`src/rtl/busctl_pkg.sv`:
```
// Shared types for the multi-master bus controller: FSM state encodings
// and the address-decode destination.
package busctl_pkg;

    typedef logic [2:0] state_t;

    localparam state_t ST_IDLE     = 3'd0;
    localparam state_t ST_MEM      = 3'd1;
    localparam state_t ST_MEM_WAIT = 3'd2;
    localparam state_t ST_IO       = 3'd3;
    localparam state_t ST_RESP     = 3'd4;

    typedef enum logic [1:0] {
        DST_MEM,
        DST_IO,
        DST_NONE
    } dst_t;

endpackage

```
`src/rtl/busctl_mm_if.sv`:
```
// Bundle of master-side, memctl-side and MMIO-side signals of busctl_mm.
// The slave modport is the controller's view; master is the environment's.
interface busctl_mm_if #(
    parameter int unsigned N_MASTERS = 2,
    parameter int unsigned ADDR_W    = 17,
    parameter int unsigned DATA_W    = 8
);

    logic [N_MASTERS-1:0]        m_req;
    logic [N_MASTERS-1:0]        m_we;
    logic [N_MASTERS*ADDR_W-1:0] m_addr;
    logic [N_MASTERS*DATA_W-1:0] m_wdata;
    logic [N_MASTERS-1:0]        m_ack;
    logic [DATA_W-1:0]           m_rdata;
    logic                        m_err;

    logic                        mem_we;
    logic [ADDR_W-1:0]           mem_addr;
    logic [DATA_W-1:0]           mem_wdata;
    logic [DATA_W-1:0]           mem_rdata;

    logic                        io_valid;
    logic                        io_we;
    logic [ADDR_W-1:0]           io_addr;
    logic [DATA_W-1:0]           io_wdata;
    logic                        io_ready;
    logic [DATA_W-1:0]           io_rdata;

    modport slave (
        input  m_req, m_we, m_addr, m_wdata,
        output m_ack, m_rdata, m_err,
        output mem_we, mem_addr, mem_wdata,
        input  mem_rdata,
        output io_valid, io_we, io_addr, io_wdata,
        input  io_ready, io_rdata
    );

    modport master (
        output m_req, m_we, m_addr, m_wdata,
        input  m_ack, m_rdata, m_err,
        input  mem_we, mem_addr, mem_wdata,
        output mem_rdata,
        input  io_valid, io_we, io_addr, io_wdata,
        output io_ready, io_rdata
    );

endinterface

```
`src/rtl/busctl_mm_rr_arbiter.sv`:
```
// Round-robin arbiter: search starts one past the last winner; the pointer
// moves to the winner only when advance is high and someone was granted.
module rr_arbiter #(
    parameter int unsigned N = 2
) (
    input  logic                                 clk,
    input  logic                                 rst,
    input  logic [N-1:0]                         req,
    input  logic [N-1:0]                         mask,
    input  logic                                 advance,
    output logic [N-1:0]                         grant,
    output logic [((N > 1) ? $clog2(N) : 1)-1:0] index,
    output logic                                 any
);

    localparam int unsigned IDX_W = (N > 1) ? $clog2(N) : 1;

    logic [IDX_W-1:0] ptr;
    logic [N-1:0]     eligible;

    assign eligible = req & ~mask;

    always_comb begin
        int unsigned c;
        c     = 0;
        grant = '0;
        index = '0;
        any   = 1'b0;
        for (int unsigned i = 1; i <= N; i++) begin
            c = (32'(ptr) + i) % N;
            if (!any && eligible[c]) begin
                any      = 1'b1;
                grant[c] = 1'b1;
                index    = IDX_W'(c);
            end
        end
    end

    // Reset pointer at N-1 so master 0 is searched first.
    always_ff @(posedge clk) begin
        if (rst) begin
            ptr <= IDX_W'(N - 1);
        end else if (advance && any) begin
            ptr <= index;
        end
    end

endmodule

```
`src/rtl/busctl_mm.sv`:
```
// Multi-master bus controller: round-robin grant, address decode to memctl,
// MMIO (valid/ready with timeout) or an error response; one transfer at a time.
module busctl_mm
    import busctl_pkg::*;
#(
    parameter int unsigned N_MASTERS = 2,
    parameter int unsigned ADDR_W    = 17,
    parameter int unsigned DATA_W    = 8,
    parameter int unsigned MEM_SIZE  = 'h10000,
    parameter int unsigned IO_BASE   = 'h10000,
    parameter int unsigned IO_SIZE   = 'h100,
    parameter int unsigned MEM_LAT   = 1,
    parameter int unsigned TIMEOUT   = 16
) (
    input logic      clk,
    input logic      rst,
    busctl_mm_if.slave bus
);

    localparam int unsigned IDX_W   = (N_MASTERS > 1) ? $clog2(N_MASTERS) : 1;
    localparam int unsigned CNT_MAX = (MEM_LAT > TIMEOUT) ? MEM_LAT : TIMEOUT;
    localparam int unsigned CNT_W   = $clog2(CNT_MAX + 1);

    // Region bounds carry one extra bit so IO_BASE+IO_SIZE cannot wrap.
    localparam logic [ADDR_W:0] MEM_END = (ADDR_W + 1)'(MEM_SIZE);
    localparam logic [ADDR_W:0] IO_LO   = (ADDR_W + 1)'(IO_BASE);
    localparam logic [ADDR_W:0] IO_HI   = (ADDR_W + 1)'(IO_BASE) + (ADDR_W + 1)'(IO_SIZE);

    function automatic dst_t decode(input logic [ADDR_W-1:0] a);
        logic [ADDR_W:0] ax;
        ax = {1'b0, a};
        if (ax < MEM_END) begin
            return DST_MEM;
        end else if (ax >= IO_LO && ax < IO_HI) begin
            return DST_IO;
        end else begin
            return DST_NONE;
        end
    endfunction

    state_t                 state;
    logic [N_MASTERS-1:0]   win_q;
    logic                   we_q;
    logic [ADDR_W-1:0]      addr_q;
    logic [DATA_W-1:0]      wdata_q;
    logic [DATA_W-1:0]      rdata_q;
    logic                   err_q;
    logic [CNT_W-1:0]       cnt_q;
    logic [N_MASTERS-1:0]   acked_q;
    logic [N_MASTERS-1:0]   ack;

    logic [N_MASTERS-1:0]   grant;
    logic [IDX_W-1:0]       gnt_idx;
    logic                   gnt_any;
    logic                   sel_we;
    logic [ADDR_W-1:0]      sel_addr;
    logic [DATA_W-1:0]      sel_wdata;
    dst_t                   sel_dst;
    logic                   in_mem;
    logic                   in_io;

    rr_arbiter #(
        .N (N_MASTERS)
    ) u_arb (
        .clk     (clk),
        .rst     (rst),
        .req     (bus.m_req),
        .mask    (acked_q),
        .advance (state == ST_IDLE),
        .grant   (grant),
        .index   (gnt_idx),
        .any     (gnt_any)
    );

    assign sel_we    = bus.m_we[gnt_idx];
    assign sel_addr  = bus.m_addr[gnt_idx*ADDR_W +: ADDR_W];
    assign sel_wdata = bus.m_wdata[gnt_idx*DATA_W +: DATA_W];
    assign sel_dst   = decode(sel_addr);

    always_ff @(posedge clk) begin
        if (rst) begin
            state   <= ST_IDLE;
            win_q   <= '0;
            we_q    <= 1'b0;
            addr_q  <= '0;
            wdata_q <= '0;
            rdata_q <= '0;
            err_q   <= 1'b0;
            cnt_q   <= '0;
            acked_q <= '0;
        end else begin
            acked_q <= ack;
            case (state)
                ST_IDLE: begin
                    if (gnt_any) begin
                        win_q   <= grant;
                        we_q    <= sel_we;
                        addr_q  <= sel_addr;
                        wdata_q <= sel_wdata;
                        cnt_q   <= '0;
                        case (sel_dst)
                            DST_MEM: state <= ST_MEM;
                            DST_IO:  state <= ST_IO;
                            default: begin
                                state   <= ST_RESP;
                                err_q   <= 1'b1;
                                rdata_q <= '0;
                            end
                        endcase
                    end
                end
                ST_MEM: begin
                    if (we_q) begin
                        state   <= ST_RESP;
                        err_q   <= 1'b0;
                        rdata_q <= '0;
                    end else begin
                        state <= ST_MEM_WAIT;
                        cnt_q <= CNT_W'(MEM_LAT - 1);
                    end
                end
                ST_MEM_WAIT: begin
                    if (cnt_q == '0) begin
                        state   <= ST_RESP;
                        err_q   <= 1'b0;
                        rdata_q <= bus.mem_rdata;
                    end else begin
                        cnt_q <= cnt_q - CNT_W'(1);
                    end
                end
                ST_IO: begin
                    if (bus.io_ready) begin
                        state   <= ST_RESP;
                        err_q   <= 1'b0;
                        rdata_q <= we_q ? '0 : bus.io_rdata;
                    end else if (cnt_q == CNT_W'(TIMEOUT - 1)) begin
                        state   <= ST_RESP;
                        err_q   <= 1'b1;
                        rdata_q <= '0;
                    end else begin
                        cnt_q <= cnt_q + CNT_W'(1);
                    end
                end
                ST_RESP: state <= ST_IDLE;
                default: state <= ST_IDLE;
            endcase
        end
    end

    assign ack    = (state == ST_RESP) ? win_q : '0;
    assign in_mem = (state == ST_MEM) || (state == ST_MEM_WAIT);
    assign in_io  = (state == ST_IO);

    assign bus.m_ack   = ack;
    assign bus.m_rdata = rdata_q;
    assign bus.m_err   = err_q;

    assign bus.mem_we    = (state == ST_MEM) && we_q;
    assign bus.mem_addr  = in_mem ? addr_q : '0;
    assign bus.mem_wdata = in_mem ? wdata_q : '0;

    assign bus.io_valid = in_io;
    assign bus.io_we    = in_io && we_q;
    assign bus.io_addr  = in_io ? addr_q : '0;
    assign bus.io_wdata = in_io ? wdata_q : '0;

endmodule

```
`src/flat_wrapper.sv`:
```
// flat-port wrapper written by rule: the top's interface ports become plain ports
module busctl_mm_flat import busctl_pkg::*;
#(
    parameter int unsigned N_MASTERS = 2,
    parameter int unsigned ADDR_W    = 17,
    parameter int unsigned DATA_W    = 8,
    parameter int unsigned MEM_SIZE  = 'h10000,
    parameter int unsigned IO_BASE   = 'h10000,
    parameter int unsigned IO_SIZE   = 'h100,
    parameter int unsigned MEM_LAT   = 1,
    parameter int unsigned TIMEOUT   = 16
)
  (clk, rst, bus_m_req, bus_m_we, bus_m_addr, bus_m_wdata, bus_m_ack, bus_m_rdata, bus_m_err, bus_mem_we, bus_mem_addr, bus_mem_wdata, bus_mem_rdata, bus_io_valid, bus_io_we, bus_io_addr, bus_io_wdata, bus_io_ready, bus_io_rdata);
  busctl_mm_if #(.N_MASTERS(N_MASTERS), .ADDR_W(ADDR_W), .DATA_W(DATA_W)) bus_i ();
  input logic clk;
  input logic rst;
  input wire logic [$bits(bus_i.m_req)-1:0] bus_m_req;
  input wire logic [$bits(bus_i.m_we)-1:0] bus_m_we;
  input wire logic [$bits(bus_i.m_addr)-1:0] bus_m_addr;
  input wire logic [$bits(bus_i.m_wdata)-1:0] bus_m_wdata;
  output wire logic [$bits(bus_i.m_ack)-1:0] bus_m_ack;
  output wire logic [$bits(bus_i.m_rdata)-1:0] bus_m_rdata;
  output wire logic [$bits(bus_i.m_err)-1:0] bus_m_err;
  output wire logic [$bits(bus_i.mem_we)-1:0] bus_mem_we;
  output wire logic [$bits(bus_i.mem_addr)-1:0] bus_mem_addr;
  output wire logic [$bits(bus_i.mem_wdata)-1:0] bus_mem_wdata;
  input wire logic [$bits(bus_i.mem_rdata)-1:0] bus_mem_rdata;
  output wire logic [$bits(bus_i.io_valid)-1:0] bus_io_valid;
  output wire logic [$bits(bus_i.io_we)-1:0] bus_io_we;
  output wire logic [$bits(bus_i.io_addr)-1:0] bus_io_addr;
  output wire logic [$bits(bus_i.io_wdata)-1:0] bus_io_wdata;
  input wire logic [$bits(bus_i.io_ready)-1:0] bus_io_ready;
  input wire logic [$bits(bus_i.io_rdata)-1:0] bus_io_rdata;
  assign bus_i.m_req = bus_m_req;
  assign bus_i.m_we = bus_m_we;
  assign bus_i.m_addr = bus_m_addr;
  assign bus_i.m_wdata = bus_m_wdata;
  assign bus_m_ack = bus_i.m_ack;
  assign bus_m_rdata = bus_i.m_rdata;
  assign bus_m_err = bus_i.m_err;
  assign bus_mem_we = bus_i.mem_we;
  assign bus_mem_addr = bus_i.mem_addr;
  assign bus_mem_wdata = bus_i.mem_wdata;
  assign bus_i.mem_rdata = bus_mem_rdata;
  assign bus_io_valid = bus_i.io_valid;
  assign bus_io_we = bus_i.io_we;
  assign bus_io_addr = bus_i.io_addr;
  assign bus_io_wdata = bus_i.io_wdata;
  assign bus_i.io_ready = bus_io_ready;
  assign bus_i.io_rdata = bus_io_rdata;
  busctl_mm #(.N_MASTERS(N_MASTERS), .ADDR_W(ADDR_W), .DATA_W(DATA_W), .MEM_SIZE(MEM_SIZE), .IO_BASE(IO_BASE), .IO_SIZE(IO_SIZE), .MEM_LAT(MEM_LAT), .TIMEOUT(TIMEOUT)) u_core (.clk(clk), .rst(rst), .bus(bus_i));
endmodule
```
`config.mk`:
```
export PLATFORM = sky130hd
export DESIGN_NAME = busctl_mm_flat
export DESIGN_NICKNAME = d
export VERILOG_FILES = /design/src/rtl/busctl_pkg.sv /design/src/rtl/busctl_mm_if.sv /design/src/rtl/busctl_mm_rr_arbiter.sv /design/src/rtl/busctl_mm.sv /design/src/flat_wrapper.sv
export SDC_FILE = /design/constraint.sdc
export NUM_CORES = 1
export LEC_CHECK = 0
export CAP_MARGIN = 10
export CELL_PAD_IN_SITES_DETAIL_PLACEMENT = 0
export CELL_PAD_IN_SITES_GLOBAL_PLACEMENT = 1
export CORE_MARGIN = 2
export CORE_UTILIZATION = 30
export CTS_CLUSTER_SIZE = 14
export DETAILED_ROUTE_END_ITERATION = 8
export PLACE_DENSITY = 0.89
export SLEW_MARGIN = 30
export SYNTH_ARGS = -nofsm -noshare
export SYNTH_HDL_FRONTEND = slang
export SYNTH_HIERARCHICAL = 1
export SYNTH_SLANG_ARGS = --single-unit
```
`constraint.sdc`:
```
create_clock -name clk -period 3.7 [get_ports clk]
set_input_delay 0.37 -clock clk [delete_from_list [all_inputs] [get_ports clk]]
set_output_delay 0.37 -clock clk [all_outputs]
set_load 0.03 [all_outputs]
```
==> metrics.cfg <==
[status]
status = finished, final reports clean

[sta]
min_period_ns = 2.80
slew_headroom = 0.444
tightest_slew_ns = 0.827
final.period_utilization = 0.758
fin_skew_ns = 0.00446
setup_slack_ns = 0.895
final_max_slew_viol_count = 0
fmax_mhz = 357
fin_tns_setup_ns = 0
finalSetupViolCount = 0
finalHoldViolations = 0
grt_setup_unrepaired = no

[layout]
antenna_cells = 0
nets = 538
regArea_um2 = 961
mostFrequentLayoutCells = clkdlybuf4s50_1 (135), dfxtp_1 (48), nor2_1 (45), and3_1 (28), mux2i_1 (28)
layout-drive-gt1-share = 0.0714
fill_cells = 915
syn_to_final_growth_pct = 54.9
layout_commonest_cell = clkdlybuf4s50_1
multi_input_area_mm2 = 0.00181

[cts]
clkTransAtPathRegs_ns = 0.09
h-tree-depth = 2
cts_root_buffer = clkbuf_8
clockBufferDepth = 2
ctsResizeCount = 0
cts_buffers = 5
cts_tree = done
cts_setup_buffers = 0
cts_sinks = 48
cts-hold-fix-buffers = 0
clock_latency_ns = 0.29

[floorplan]
core_mm2 = 0.00928
start_util = 0.310
die_w_um = 102
dieArea_mm2 = 0.0104
num_rows = 35
die_h_um = 102
ios = 137

[critical_path]
crit_path_top_delay_cell = clkdlybuf4s50_1
cpPeakStageDelay_ns = 0.67
path_delay_family = buffers and inverters
worstSetupEndpointType = output pin
cp.arrival_ns = 2.43
critPathKind = flop to output pin
cp_cell_sequence = nor2b_2 > buf_4 > and3_1 > clkdlybuf4s50_1
cp_max_fo = 25
worst-path-buf-inv = 2
start_kind = flop
crit-reg2reg-launch = u_core/state[1]
worstPathRequired_ns = 3.33
critPathLaunch = u_core/state[1]

[yosys]
async_flop_share = 0
yosysWarnings = 6
yosysSeqAreaShare = 0.334
syn_inst = 339
synth_edf_count = 0
synth_fp_nets = 416
ys_ff_latch = 48
syn_area_mm2 = 0.00288
yosysUniqueCellTypes = 46
yosys_most_used_dff = dfxtp_1
synth_area_per_cell_um2 = 8.49

[pwr]
combPwrFrac = 0.387
leakage_uw = 0.00175
pwr-share-seq = 0.396
power_uw = 1710
ir_worst_vdd_uv = 186
clkPwrFrac = 0.217
power_density_mw_per_mm2 = 383
p_sw_frac = 0.351
p_int_uw = 1110
power.switching_uw = 599

[routing]
ant_nets = 0
drtIter0Drc = 119
drc = 0
drt-total-wl_mm = 8.47
viasPerCell = 4.81
dr.pass1.iters = 5
routedWlPerCell_um = 14.3
num_vias = 2845

[placement]
port_buffers = 136
place_ws_ns = 0.741
hpwl_mm = 6.42
globalplace.congestion = 0.815

[grt]
grt_pass1_vias = 2673
grt_max_degree = 57
gr-total-overflow = 0
grt_usage = 0.157
antenna_found_initial = 0
grt_pass1_wl_mm = 13.0

[job]
drv_cap = 0

[worst_hold_path]
worstHoldStart = u_core/addr_q[10]
min_path_type = flop to flop

Yosys cell counts, drive strengths merged (6+ instances only):
master,count,area [µm²]
a211oi,25,188
a21oi,12,60.1
a22oi,8,60.1
and2,27,169
and3,28,175
buf,8,32.5
clkbuf,18,67.6
dfxtp,48,961
inv,6,22.5
mux2,9,135
mux2i,28,280
nand2,10,37.5
nand2b,6,37.5
nor2,45,169
nor2b,14,87.6
area by class of cell:
type	count	share of cell area
clock buffer	6	0.0163
sequential	48	0.215
multi-input combinational	259	0.406
timing repair buffer	141	0.313
tap	129	0.0362
inverter	6	0.00505
clock inverter	2	0.00786
kinds of logic (layout without fill, tap and decap cells):
group / after synthesis / after routing / synth area share
DFF: 48 / 48 / 0.334
muxes: 37 / 37 / 0.144
xor gates and xnor gates: 3 / 3 / 0.00913
and+or+nand+nor: 154 / 154 / 0.292
AOI/OAI and AO/OA: 61 / 61 / 0.158
buffers and inverters: 32 / 155 / 0.0426
adders and majority gates: 4 / 4 / 0.0200
power groups by stage:
stage          Combinational (µW)  Sequential, µW  Clock (µW)
2_1_floorplan                 445             660           0
3_3_place_gp                  654             683           0
6_report                      660             675         371
3_5_place_dp                  663             688           0
4_1_cts                       666             676         385
5_1_grt                       723             692         407
per-layer routing:
layer / up-vias / global-route usage / wire length, µm
met5: - / 0 / 0
met2: 110 / 0.274 / 4000
met3: 6 / 0.0390 / 713
li1: 1453 / - / -
met4: 0 / 0.0328 / 74
met1: 1276 / 0.197 / 3680
flip-flops by register name (all words and copies together), names as in the netlist:
name	cells
u_core/bus.m_err	1
u_core/cnt_q	5
u_core/acked_q	2
u_core/u_arb/ptr	1
u_core/state	3
u_core/we_q	1
u_core/addr_q	17
u_core/wdata_q	8
u_core/bus.m_rdata	8
u_core/win_q	2
stage by stage:
step / instances / hold WS [ns] / cell area, µm² / utilization
final: 591 / 0.506 / 4460 / 0.480
after global routing: 591 / 0.529 / 4460 / 0.480
after CTS: 591 / 0.508 / 4460 / 0.480
after detailed placement: 583 / 0.487 / 4350 / 0.468
after global placement: 583 / 0.474 / 4350 / 0.468
after floorplan: 339 / 0.452 / 2880 / -
worst paths after layout:
path                        to  slack, ns  depth (start not counted)
max reg2reg    u_core/cnt_q[4]       1.07                          9
min          u_core/addr_q[10]       0.51                          2
max            bus_io_addr[15]       0.90                          4
min reg2reg  u_core/addr_q[10]       0.51                          2
tightest hold or removal path, stage by stage, from the launching register on:
cell      delay, ns
dfxtp_1        0.32
nor2_1         0.09
a211oi_1       0.05
No activity file was read; power rests on OpenSTA's default activity.
